===== config.mk =====
export PLATFORM = sky130hd
export DESIGN_NAME = grn_node_lut
export DESIGN_NICKNAME = d
export VERILOG_FILES = /design/src/rtl/grn_node_lut.sv
export SDC_FILE = /design/constraint.sdc
export NUM_CORES = 1
export LEC_CHECK = 0
export BUFFER_PORTS_ARGS = -buffer_cell sky130_fd_sc_hd__buf_4
export CAP_MARGIN = 20
export CORE_ASPECT_RATIO = 1.1
export CORE_MARGIN = 2
export CORE_UTILIZATION = 45
export DETAILED_ROUTE_END_ITERATION = 7
export HOLD_SLACK_MARGIN = 0.03
export PLACE_DENSITY = 0.67
export SLEW_MARGIN = 20
export SYNTH_ARGS = -nofsm -noshare
export SYNTH_HDL_FRONTEND = slang
export SYNTH_SLANG_ARGS = --single-unit

===== constraint.sdc =====
create_clock -name clk -period 3.16 [get_ports clk]
set_clock_uncertainty 0.15 [all_clocks]
set_input_delay 0.79 -clock clk [delete_from_list [all_inputs] [get_ports clk]]
set_output_delay 0.79 -clock clk [all_outputs]
set_load 0.01 [all_outputs]

===== src/rtl/grn_node_lut.sv =====
// GRN node: truth-table next-state function with divided s0 phase,
// undivided s1 phase, change pulse and saturating toggle counter.
module grn_node_lut #(
   parameter int NUM_IN = 4,
   parameter int DIV_W  = 4,
   parameter int CNT_W  = 16
) (
   input  logic              clk,
   input  logic              rst,
   input  logic              reset_nos,
   input  logic              start_s0,
   input  logic              start_s1,
   input  logic              init_state,
   input  logic [NUM_IN-1:0] in_s0,
   input  logic [NUM_IN-1:0] in_s1,
   input  logic [DIV_W-1:0]  div,
   input  logic              cfg_we,
   input  logic [NUM_IN-1:0] cfg_addr,
   input  logic              cfg_data,
   output logic              s0,
   output logic              s1,
   output logic              node_s0,
   output logic              node_s1,
   output logic              changed_s0,
   output logic [CNT_W-1:0]  toggle_cnt
);

   localparam int DEPTH = 2 ** NUM_IN;

   logic [DEPTH-1:0] lut_q, lut_d;
   logic             s0_q, s0_d;
   logic             s1_q, s1_d;
   logic             chg_q, chg_d;
   logic [CNT_W-1:0] cnt_q, cnt_d;
   logic [DIV_W-1:0] dcnt_q, dcnt_d;
   logic             ev0;
   logic             ev1;

   // Both phases read the pre-write LUT contents this cycle
   assign ev0 = lut_q[in_s0];
   assign ev1 = lut_q[in_s1];

   always_comb begin
      lut_d  = lut_q;
      s0_d   = s0_q;
      s1_d   = s1_q;
      chg_d  = 1'b0;
      cnt_d  = cnt_q;
      dcnt_d = dcnt_q;
      if (cfg_we) begin
         lut_d[cfg_addr] = cfg_data;
      end
      if (reset_nos) begin
         s0_d   = init_state;
         s1_d   = init_state;
         cnt_d  = '0;
         dcnt_d = '0;
      end else begin
         if (start_s0) begin
            if (dcnt_q == '0) begin
               s0_d   = ev0;
               dcnt_d = div;
               if (ev0 != s0_q) begin
                  chg_d = 1'b1;
                  if (cnt_q != '1) begin
                     cnt_d = cnt_q + CNT_W'(1);
                  end
               end
            end else begin
               dcnt_d = dcnt_q - DIV_W'(1);
            end
         end
         if (start_s1) begin
            s1_d = ev1;
         end
      end
   end

   always_ff @(posedge clk or negedge rst) begin
      if (!rst) begin
         lut_q  <= '0;
         s0_q   <= 1'b0;
         s1_q   <= 1'b0;
         chg_q  <= 1'b0;
         cnt_q  <= '0;
         dcnt_q <= '0;
      end else begin
         lut_q  <= lut_d;
         s0_q   <= s0_d;
         s1_q   <= s1_d;
         chg_q  <= chg_d;
         cnt_q  <= cnt_d;
         dcnt_q <= dcnt_d;
      end
   end

   assign s0         = s0_q;
   assign s1         = s1_q;
   assign node_s0    = s0_q;
   assign node_s1    = s1_q;
   assign changed_s0 = chg_q;
   assign toggle_cnt = cnt_q;

endmodule


---- Word level (Yosys, flattened, before mapping) ----
Index checks and enable logic that the tools add are counted.
Widths: inputs -> output; s select.
operators by class
  multiplexer cells ....................... 24
  eq/ne operators ......................... 2
  add/subtract/negate cells ............... 2
  reductions and logical operators ........ 9
  magnitude comparators ................... 4
operators with widths
  cell                   count
  $mux 16                5
  $add 16x1->16 const B  1
  $bwmux 16              1
  $ne 16x16->1 const B   1
  $lt 4x5->1 const B     3
  $mux 1                 12
  $mux 4                 3
  $reduce_bool 2->1      5
  $bmux 1 s4             2
  $demux 1 s4            1
  $ge 4x1->1 const B     1
  $logic_not 4->1        1
  $reduce_and 4->1       1
  $sub 4x1->4 const B    1
  $reduce_and 2->1       1
  $logic_and 1x1->1      1
  $ne 1x1->1             1
word-level totals
  input bits .............................. 24
  bits in registers ....................... 39
  word-level logic and storage cells ...... 47

---- Depth between registers and ports, before layout ----
Gate-level depths: netlist (run 1).
  depth in word-level cells ............... 7
  gate-level depth with buffers ........... 8

---- Worst setup path after synthesis (run 1) ----
Ideal clock, no wire load.
  path type ............................... in2reg
  from .................................... input in_s0[2]
  to ...................................... register cnt_q[8] (netlist: toggle_cnt[8])
  path slack .............................. 0.094 ns
  arrival ................................. 2.791 ns
  library setup time ...................... 0.125 ns
  stages on the path ...................... 6
  cell sequence ........................... mux4_1 mux4_2 xnor2_4 buf_12 nor4b_2 mux2_4
on the way
  cells in the longest elaborated chain, start to end .. 5
RTL lines
  element                             line  text
  from (decl)                         14    input logic [NUM_IN-1:0] in_s0,
  $bmux 1 s4                          40    assign ev0 = lut_q[in_s0];
  $mux 1 (not written as such)        40
  $ne 1x1->1                          63    if (ev0 != s0_q) begin
  $reduce_bool 2->1 (no source line)  --
  $reduce_and 4->1 (no source line)   --
  to (signal assigned)                92    cnt_q <= cnt_d;
  to (decl)                           34    logic [CNT_W-1:0] cnt_q, cnt_d;
Every way passes these cells. The select of a mux whose other input is x is not followed.
A chain may end at the register's enable or synchronous reset.

---- Worst setup path after layout (run 1) ----
Ends and elaborated chain as after synthesis.

==> impl_results.md, run 1 <==
* R2R Path Start: lut_q[4]
* DP HPWL at 3.656 mm
* Synthesized area per cell at 11.21 µm²
* Register area at around 1000 µm²
* Main area contributors after synthesis: dfrtp_1 (40%), mux2_2 (7.9%), mux4_2 (5.6%), mux4_1 (4.3%), mux2_4 (3.7%)
* Sw frac at about 30%
* Unrepaired setup endpoints after global routing: false
* Clk Latency, worst-skew pair at approximately 300 ps
* Yosys top cell area share at approximately two fifths
* # DRC at 0
* Required @ worst endpoint at 3200 ps
* Netlist cell types at 45
* CTS Buf Count at 5
* Post-synthesis cell area at between 0.002 and 0.0025 mm²
* Gate power share at between 20% and 30%
* Worst-margin pin slew at between 600 and 700 ps
* Max VDD drop at 0.3040 mV
* Antenna violations before repair at 0
* Crit start category: input port
* Final Cell Area at about 0.0029 mm²
* Total gr overflow at 0
* Antenna Nets Post-Route at 0
* Static Leak at 1.178 nW
* # hold bufs at CTS at 0
* Psw at roughly 400 µW
* Row count at 28
* CTS tree: done
* Reg power frac at around 46%
* Via count at 1831
* Tmin final at 2993 ps
* Dpl ws at -149.0 ps
* Io pins at 45
* Placed Area at 0.002761 mm²
* Worst-path clk slew at roughly 70 ps
* Wirelength, routed at 5.055 mm
* Port Buffers at 44
* Number of hold violations in the final report at 0
* WP data arrival at slightly above 3000 ps
* Setup WS post-layout at between 150 and 200 ps
* Multi-input gate area at about 0.0013 mm²
* Layout filler cell count at around 510
* Full die area at 0.005987 mm²
* CP max FO at 25
* Sequential area share after synthesis at 40.29%
* Tcrit/Tclk final at a little over nine tenths
* Area growth syn-to-layout at 18.13%
* Post-synth EDFFs at 0
* Crit path launch: in_s0[2]
* Root Driver: clkbuf_8
* Post-CTS sizing at 0
* Vias/cell at roughly 5.5
* Status: completed
* Share of post-route cells with drive strength above 1 at 37.74%
* Worst setup path category: in2reg
* Synth Instances at ~220
* Vias in the first global route at 1733
* Rel. slew slack at around 55%
* Nets at around 280
* Core footprint at about 0.0053 mm²
* Count of final setup violators at 0
* Postcts setup bufs at 0
* Cell area power density at between 400 and 500 mW/mm²
* Die Ht at a little over 80 µm
* Clock power share at between 20 and 30%
* #FFs+latches synth at 39
* H-tree depth at 2
* Initial DRC Count at 70
* Cell accounting for the most synthesized area: dfrtp_1
* Total GRT Usage at 17.99%
* Routed len/inst at between 15 and 20 µm
* Largest net degree at the start of global routing at 40
* Clock tree buffer depth at 2
* ANT cells at 0
* Max cap viols at 0
* F_max at approximately 330 MHz
* Yosys warns at 0
* Post-Synthesis Net Count at between 200 and 250
* Power Internal at 933.6 µW
* Starting Density at between 40% and 50%
* First-pass GRT wire length at approximately 8 mm
* Pre-antenna DRT Iters at 4
* Die Wd at 73.96 µm
* Fin. max-slew vios at 0
* CP endpoint kind: flip-flop
* Worst hold path class: in2async
* Async SR Flop Fraction at 100.0%
* Main synth FF type: dfrtp_1
* Placer Congestion at slightly above 0.8
* Clk sink count at 39
-- placed cells by master, fill, tap and decap left out, drive strengths merged, types with 9 or more instances in the layout --
master / netlist / layout
buf: 8 / 46
nor2: 24 / 24
a21oi: 15 / 15
nand3: 10 / 10
dfrtp: 39 / 39
mux2: 23 / 23
nand2: 12 / 12
mux4: 10 / 10
o31ai: 9 / 9
-- metrics by stage --
stage | hold slack [ps] | cells | power (mW) | utilization, % | TNS [ps]
floorplan | 329.4 | 216 | 0.8993 | - | 0
detailed placement | 375.8 | 324 | 0.9712 | 52.20 | -1468
global route | 348.0 | 332 | 1.405 | 54.09 | 0
global placement | 364.9 | 324 | 0.9601 | 52.20 | -940.4
CTS | 330.0 | 332 | 1.348 | 54.09 | 0
finish | 303.5 | 332 | 1.332 | 54.09 | 0
-- worst max-delay path, cell delays in order --
cell	delay, ps
buf_4	110
mux4_1	540
mux4_2	550
xnor2_4	570
nor4b_2	140
mux2_4	320
-- flip-flops by register name, indices dropped and copies added, names as in the netlist --
register,count
changed_s0,1
dcnt_q,4
lut_q,16
node_s0,1
node_s1,1
toggle_cnt,16
-- cell type report --
| cell class | count | share of cell area, % |
|---|---|---|
| Clock buffer | 8 | 3.498 |
| Inverter | 5 | 0.6559 |
| Multi-Input combinational cell | 159 | 46.39 |
| Sequential cell | 39 | 34.11 |
| Tap cell | 75 | 3.279 |
| Timing Repair Buffer | 46 | 12.07 |
-- cells in the mapped netlist (all sizes together) (2+ instances only) --
cell type	number
a211oi	2
inv	5
nand2	12
nand3b	4
o21ai	2
dfrtp	39
nor4	5
nor3	6
nor2b	5
and4	2
nor3b	2
o31ai	9
ha	3
nand3	10
or4	8
a21oi	15
mux4	10
or3	3
mux2	23
nor2	24
nand2b	4
clkbuf	5
buf	8
mux2i	2
-- kinds of logic (layout without fill, tap and decap cells) --
kind of cell | Yosys count | count (layout) | synth area share, %
and+or+nand+nor | 90 | 90 | 21.69
adders and majority gates | 3 | 3 | 1.550
xor gates and xnor gates | 1 | 1 | 1.137
muxes | 35 | 35 | 22.37
AOI/OAI and AO/OA | 30 | 30 | 7.851
DFF | 39 | 39 | 40.29
buffers and inverters | 18 | 59 | 5.113
-- metal layers --
metal	vias up	track usage, %	part of all wire, %
li1	888	-	-
met1	901	21.33	43
met2	36	31.79	51
met3	6	4.218	3.9
met4	0	6.000	1.4
met5	-	0	0
-- power by group through the flow --
stage	sequential (mW)	clock [mW]	combinational (mW)
finish	0.615	0.375	0.342
global route	0.623	0.406	0.376
CTS	0.617	0.386	0.345
detailed placement	0.626	0	0.345
global placement	0.623	0	0.337
floorplan	0.604	0	0.295
-- worst paths after layout --
kind                                 endpoint  slack, ps  cells past startpoint
worst min-delay path                dcnt_q[2]        300                      1
worst min register to register      dcnt_q[2]        390                      1
worst max register to register  toggle_cnt[8]        410                      5
min in group clk                    dcnt_q[2]        390                      1
worst max-delay path            toggle_cnt[8]        170                      6
max in group asynchronous             node_s1       2200                      1
Power figures use the tool's default switching activity.
==> run 2, diff against run 1 <==
- CTS_CLUSTER_SIZE: unset -> 14
- clock period: 3.16 -> 2.93 ns (I/O delays scaled with it)
==> run 2 against run 1 <==
Compared with the run above:
- clock power up 15%
- largest cell class unchanged
- via count is 0.16% lower
- sequential share of layout area shrank 1.6 points
- cell count rose by 1.5%
==> impl_results.md, run 2 (synthesis results as in run 1) <==
* Antenna Nets Post-Route at 0 (unchanged)
* Routed wl met3 at 188 µm (-4.6%)
* CTS tree: done
* Most common cell after layout, fill and taps aside: buf_4
* Starting Density at 45.79% (unchanged)
* Count of final setup violators at 0 (unchanged)
* Root Driver: clkbuf_8
* Placer Congestion at 0.8515 (+3.0%)
* Die Wd at 73.96 µm (unchanged)
* Crit start category: input port
* Tmin final at between 2000 and 3000 ps
* Psw at 459.1 µW (+15%)
* First-pass GRT wire length at 8.342 mm (+2.0%)
* Share of post-route cells with drive strength above 1 at 40.84% (+3.1 points)
* Io pins at 45 (unchanged)
* Vias in the first global route at 1731 (-0.12%)
* Static Leak at 1.243 nW (+5.5%)
* Area growth syn-to-layout at 24.07%
* Fin. max-slew vios at 0 (unchanged)
* Clk sink count at 39 (unchanged)
* Critical Path, Cell by Cell: buf_4, mux4_2, mux4_2, xnor2_4, buf_12, or4_1, a21oi_2
* Max VDD drop at 0.3040 mV (about the same)
* Slowest cell on crit path: mux4_2
* H-tree depth at 2 (unchanged)
* Setup WS post-layout at 37.73 ps (-129.7 ps)
* Rel. slew slack at 66.14% (+11 points)
* Clock tree buffer depth at 2 (unchanged)
* Worst setup path category: in2reg
* Number of hold violations in the final report at 0 (unchanged)
* Power Internal at 1.144 mW (+23%)
* # DRC at 0 (unchanged)
* WP data arrival at 2960 ps (-70 ps)
* Worst hold path class: in2async
* Total gr overflow at 0 (unchanged)
* Worst-margin pin slew at 507.9 ps (-164.9 ps)
* Port Buffers at 44 (unchanged)
* Worst-path clk slew at 70 ps (about the same)
* # hold bufs at CTS at 0 (unchanged)
* Top routing layer used: met4
* Via count at 1828 (-0.16%)
* Most frequent CP cell: mux4_2
* Vias/cell at 5.424 (-1.6%)
* WHS at 252.7 ps (-50.72 ps)
* Pre-antenna DRT Iters at 4 (unchanged)
* Max cap viols at 0 (unchanged)
* WL met2 at 2.649 mm (+1.8%)
* ANT cells at 0 (unchanged)
* Most frequent cells in the layout: buf_4 (48), dfrtp_1 (39), nor2_1 (24)
* CP peak stage delay at 560 ps (about the same)
* Sw frac at 28.64% (-1.3 points)
* Clk Latency, worst-skew pair at 290 ps (about the same)
* Post-Route M1 WL at 2.237 mm (+2.5%)
* Wirelength, routed at 5.119 mm (+1.3%)
* Nets at 289 (+2.1%)
* Worst r2r dst: toggle_cnt[3]
* Cell area power density at 533.4 mW/mm² (+15%)
* Total GRT Usage at 18.00% (about the same)
* CP max FO at 8 (-68%)
* Dpl ws at -244.5 ps (-95.53 ps)
* Final core occ at 56.81% (+2.7 points)
* CP endpoint kind: flip-flop
* Reg power frac at 41.3% (-4.9 points)
* Placed cells at 328 (+1.2%)
* Final Non-Filler Cells at 337 (+1.5%)
* R2R Path Start: lut_q[15]
* Full die area at 0.005987 mm² (unchanged)
* Row count at 28 (unchanged)
* Required @ worst endpoint at 3000 ps (-200 ps)
* F_max at 345.8 MHz
* Tcrit/Tclk final at 98.71%
* Gate power share at 31.7% (+6.0 points)
* Initial DRC Count at 86 (+23%)
* Clock power share at 27.0% (-1.1 points)
* Largest net degree at the start of global routing at 40 (unchanged)
* CTS Buf Count at 5 (unchanged)
* Status: completed
* Antenna violations before repair at 0 (unchanged)
* Routed len/inst at 15.19 µm (-0.24%)
* DP HPWL at 3.696 mm (+1.1%)
* Die Ht at 80.95 µm (unchanged)
* Core footprint at 0.005290 mm² (unchanged)
* R2R setup slack at 230 ps (-180 ps)
* R2R cell count at 6 (+1)
-- run 2: layout make-up --
cell class	count	area [µm²]
Clock buffer	6	72.57
Clock inverter	1	30.03
Fill cell	462	2285
Inverter	5	18.77
Multi-Input combinational cell	159	1369
Sequential cell	39	975.9
Tap cell	75	93.84
Timing Repair Buffer	52	445.4
-- run 2: worst max path at each step --
stage | to | from | cells after the start
final | toggle_cnt[3] | in_s0[2] | 7
after floorplan | toggle_cnt[8] | in_s0[2] | 6
after global routing | toggle_cnt[3] | in_s0[2] | 7
after detailed placement | toggle_cnt[3] | in_s0[2] | 7
after global placement | toggle_cnt[4] | in_s0[2] | 7
after CTS | toggle_cnt[3] | in_s0[2] | 7
-- run 2: metal layers --
| layer | track usage [%] | vias to the layer above |
|---|---|---|
| li1 | - | 891 |
| met1 | 23.46 | 894 |
| met2 | 30.36 | 38 |
| met3 | 3.598 | 5 |
| met4 | 4.909 | 0 |
| met5 | 0 | - |
-- run 2: power by group through the flow --
| stage | logic [mW] | clock network, mW | registers, mW |
|---|---|---|---|
| after detailed placement | 0.471 | 0 | 0.673 |
| after global routing | 0.548 | 0.480 | 0.672 |
| after global placement | 0.462 | 0 | 0.671 |
| after CTS | 0.472 | 0.450 | 0.663 |
| final | 0.508 | 0.432 | 0.662 |
| after floorplan | 0.335 | 0 | 0.653 |
-- run 2: critical path, delay by kind of cell --
kind            cells  cell delay, ps
simple gates        1             530
mux                 2            1050
xor+xnor            1             220
buf+inv             2             280
compound gates      1             150
-- run 2: stage by stage --
stage          setup TNS, ps  area (µm²)  power [mW]
2_1_floorplan         -31.38        2451      0.9877
3_3_place_gp           -2572        2867       1.133
3_5_place_dp           -3278        2867       1.144
4_1_cts                    0        2969       1.585
5_1_grt               -3.383        3005       1.699
6_report                   0        3005       1.603
-- run 2: what timing repair did --
item                       4_1_cts  5_1_grt
buffers inserted                 0        1
setup endpoints to repair        0        2
resized for setup                0        1
==> run 3, diff against run 2 <==
- PLACE_DENSITY: 0.67 -> 0.76
==> run 3 against run 2 <==
Compared with the run above:
- hold slack gained 6.1 ps
- first-iteration DRC count decreased by 4.7%
- sequential power is 1% higher
- maximum frequency rose by 0.24%
- utilization decreased by 0.095 points
- wire length grew 2.7%
- largest power group unchanged
- sequential share of layout area grew 0.054 points
- combinational power down 4.9%
- flip-flop and latch count is the same
- cell count grew 0.89%
- worst setup slack improved by 6.8 ps
==> impl_results.md, run 3 (synthesis results as in run 1) <==
* Status: completed
* Placed Area at 0.002819 mm² (-1.7%)
* CTS tree: done
* Placed cells at 325 (-0.91%)
* Most frequent cells in the layout: buf_4 (51), dfrtp_1 (39), nor2_1 (24)
* Largest net degree at the start of global routing at 40 (unchanged)
* Via count at 1882 (+3.0%)
* Row count at 28 (unchanged)
* Sum Neg Setup Slack at 0 ps (unchanged)
* Worst-margin pin slew at 510.5 ps (+2.607 ps)
* Setup WS post-layout at 44.52 ps (+6.784 ps)
* H-tree depth at 2 (unchanged)
* Starting Density at 45.79% (unchanged)
* Worst hold path class: in2async
* Count of final setup violators at 0 (unchanged)
* Clock tree buffer depth at 2 (unchanged)
* Final Cell Area at 0.003000 mm² (-0.17%)
* First-pass GRT wire length at 8.721 mm (+4.5%)
* Dpl ws at -385.1 ps (-140.5 ps)
* Slowest cell on crit path: mux4_2
* Cell area power density at 516.3 mW/mm² (-3.2%)
* Static Leak at 1.244 nW (+0.14%)
* # DRC at 0 (unchanged)
* Die Wd at 73.96 µm (unchanged)
* Worst-path clk slew at 70 ps (about the same)
* Tmin final at 2885 ps (-6.784 ps)
* CP peak stage delay at 560 ps (about the same)
* Total gr overflow at 0 (unchanged)
* CP max FO at 5 (-3)
* DP HPWL at 3.718 mm (+0.59%)
* Max cap viols at 0 (unchanged)
* Tcrit/Tclk final at 98.48% (-0.23 points)
* Area growth syn-to-layout at 23.86%
* Crit start category: input port
* Vias in the first global route at 1843 (+6.5%)
* Antenna violations before repair at 0 (unchanged)
* Worst setup path category: in2reg
* ANT cells at 0 (unchanged)
* # hold bufs at CTS at 0 (unchanged)
* Total GRT Usage at 19.07% (+1.1 points)
* Number of hold violations in the final report at 0 (unchanged)
* CTS Buf Count at 5 (unchanged)
* Fin. max-slew vios at 0 (unchanged)
* Io pins at 45 (unchanged)
* Clk Latency, worst-skew pair at 290 ps (about the same)
* Die Ht at 80.95 µm (unchanged)
* Core footprint at 0.005290 mm² (unchanged)
* Initial DRC Count at 82 (-4.7%)
* Nets at 291 (+0.69%)
* WP data arrival at 2950 ps (about the same)
* F_max at 346.6 MHz (+0.24%)
* CP endpoint kind: flip-flop
* Clk sink count at 39 (unchanged)
* Critical Path, Cell by Cell: buf_4, mux4_2, mux4_2, buf_4, xnor2_2, or4_1, a21oi_1
* Required @ worst endpoint at 2990 ps (about the same)
* Vias/cell at 5.535 (+2.0%)
* Rel. slew slack at 65.97% (-0.17 points)
* Placer Congestion at 0.8874 (+4.2%)
* Routed len/inst at 15.46 µm (+1.8%)
* Share of post-route cells with drive strength above 1 at 41.13% (+0.29 points)
* Final Non-Filler Cells at 340 (+0.89%)
* Most common cell after layout, fill and taps aside: buf_4
* Antenna Nets Post-Route at 0 (unchanged)
* Total power draw at 1.549 mW (-3.4%)
* Pre-antenna DRT Iters at 4 (unchanged)
* Full die area at 0.005987 mm² (unchanged)
* Max VDD drop at 0.3303 mV (+8.6%)
* Root Driver: clkbuf_8
* Port Buffers at 44 (unchanged)
* Wirelength, routed at 5.257 mm (+2.7%)
run 3: power by group:
group / switching [mW] / leakage (nW) / internal, mW
clock: 0.182 / 0.0515 / 0.215
combinational: 0.226 / 0.684 / 0.258
sequential: 0.0654 / 0.509 / 0.604
total: 0.473 / 1.24 / 1.08
run 3: area by class of cell:
class                           instances  area, µm²
Clock buffer                            8      100.1
Multi-Input combinational cell        161       1409
Sequential cell                        39      975.9
Timing Repair Buffer                   52      402.9
Inverter                                5      18.77
Fill cell                             458       2290
Tap cell                               75      93.84
run 3: final timing paths:
kind	startpoint	endpoint	slack, ps	cells after the start
hold reg to reg	dcnt_q[2]	dcnt_q[2]	370	1
setup reg to reg	lut_q[13]	toggle_cnt[3]	230	6
max in group asynchronous	rst	toggle_cnt[0]	2010	1
setup / recovery	in_s0[2]	toggle_cnt[3]	40	7
hold / removal	rst	dcnt_q[2]	260	1
min in group clk	dcnt_q[2]	dcnt_q[2]	370	1
run 3: metal layers:
layer	up-vias	GRT usage [%]	wire [µm]
li1	898	-	-
met1	922	22.87	2147
met2	49	34.02	2792
met3	13	3.350	203
met4	0	6.727	114
met5	-	0	0
run 3: per-stage QoR:
stage	util (%)	hold WS, ps
5_1_grt	56.72	302.6
4_1_cts	55.84	273.7
3_5_place_dp	53.29	357.3
2_1_floorplan	-	286.9
3_3_place_gp	53.29	362.3
6_report	56.72	258.9
run 3: what timing repair did:
action	CTS	global route
gates cloned	1	1
resized for setup	1	0
endpoints found under the setup margin	7	5
pin swaps	1	3
setup buffers	1	4
run 3: critical path, delay by kind of cell:
family	cells	cell delay [ps]
mux	2	1060
simple gates	1	520
xor+xnor	1	170
compound gates	1	150
buf+inv	2	310
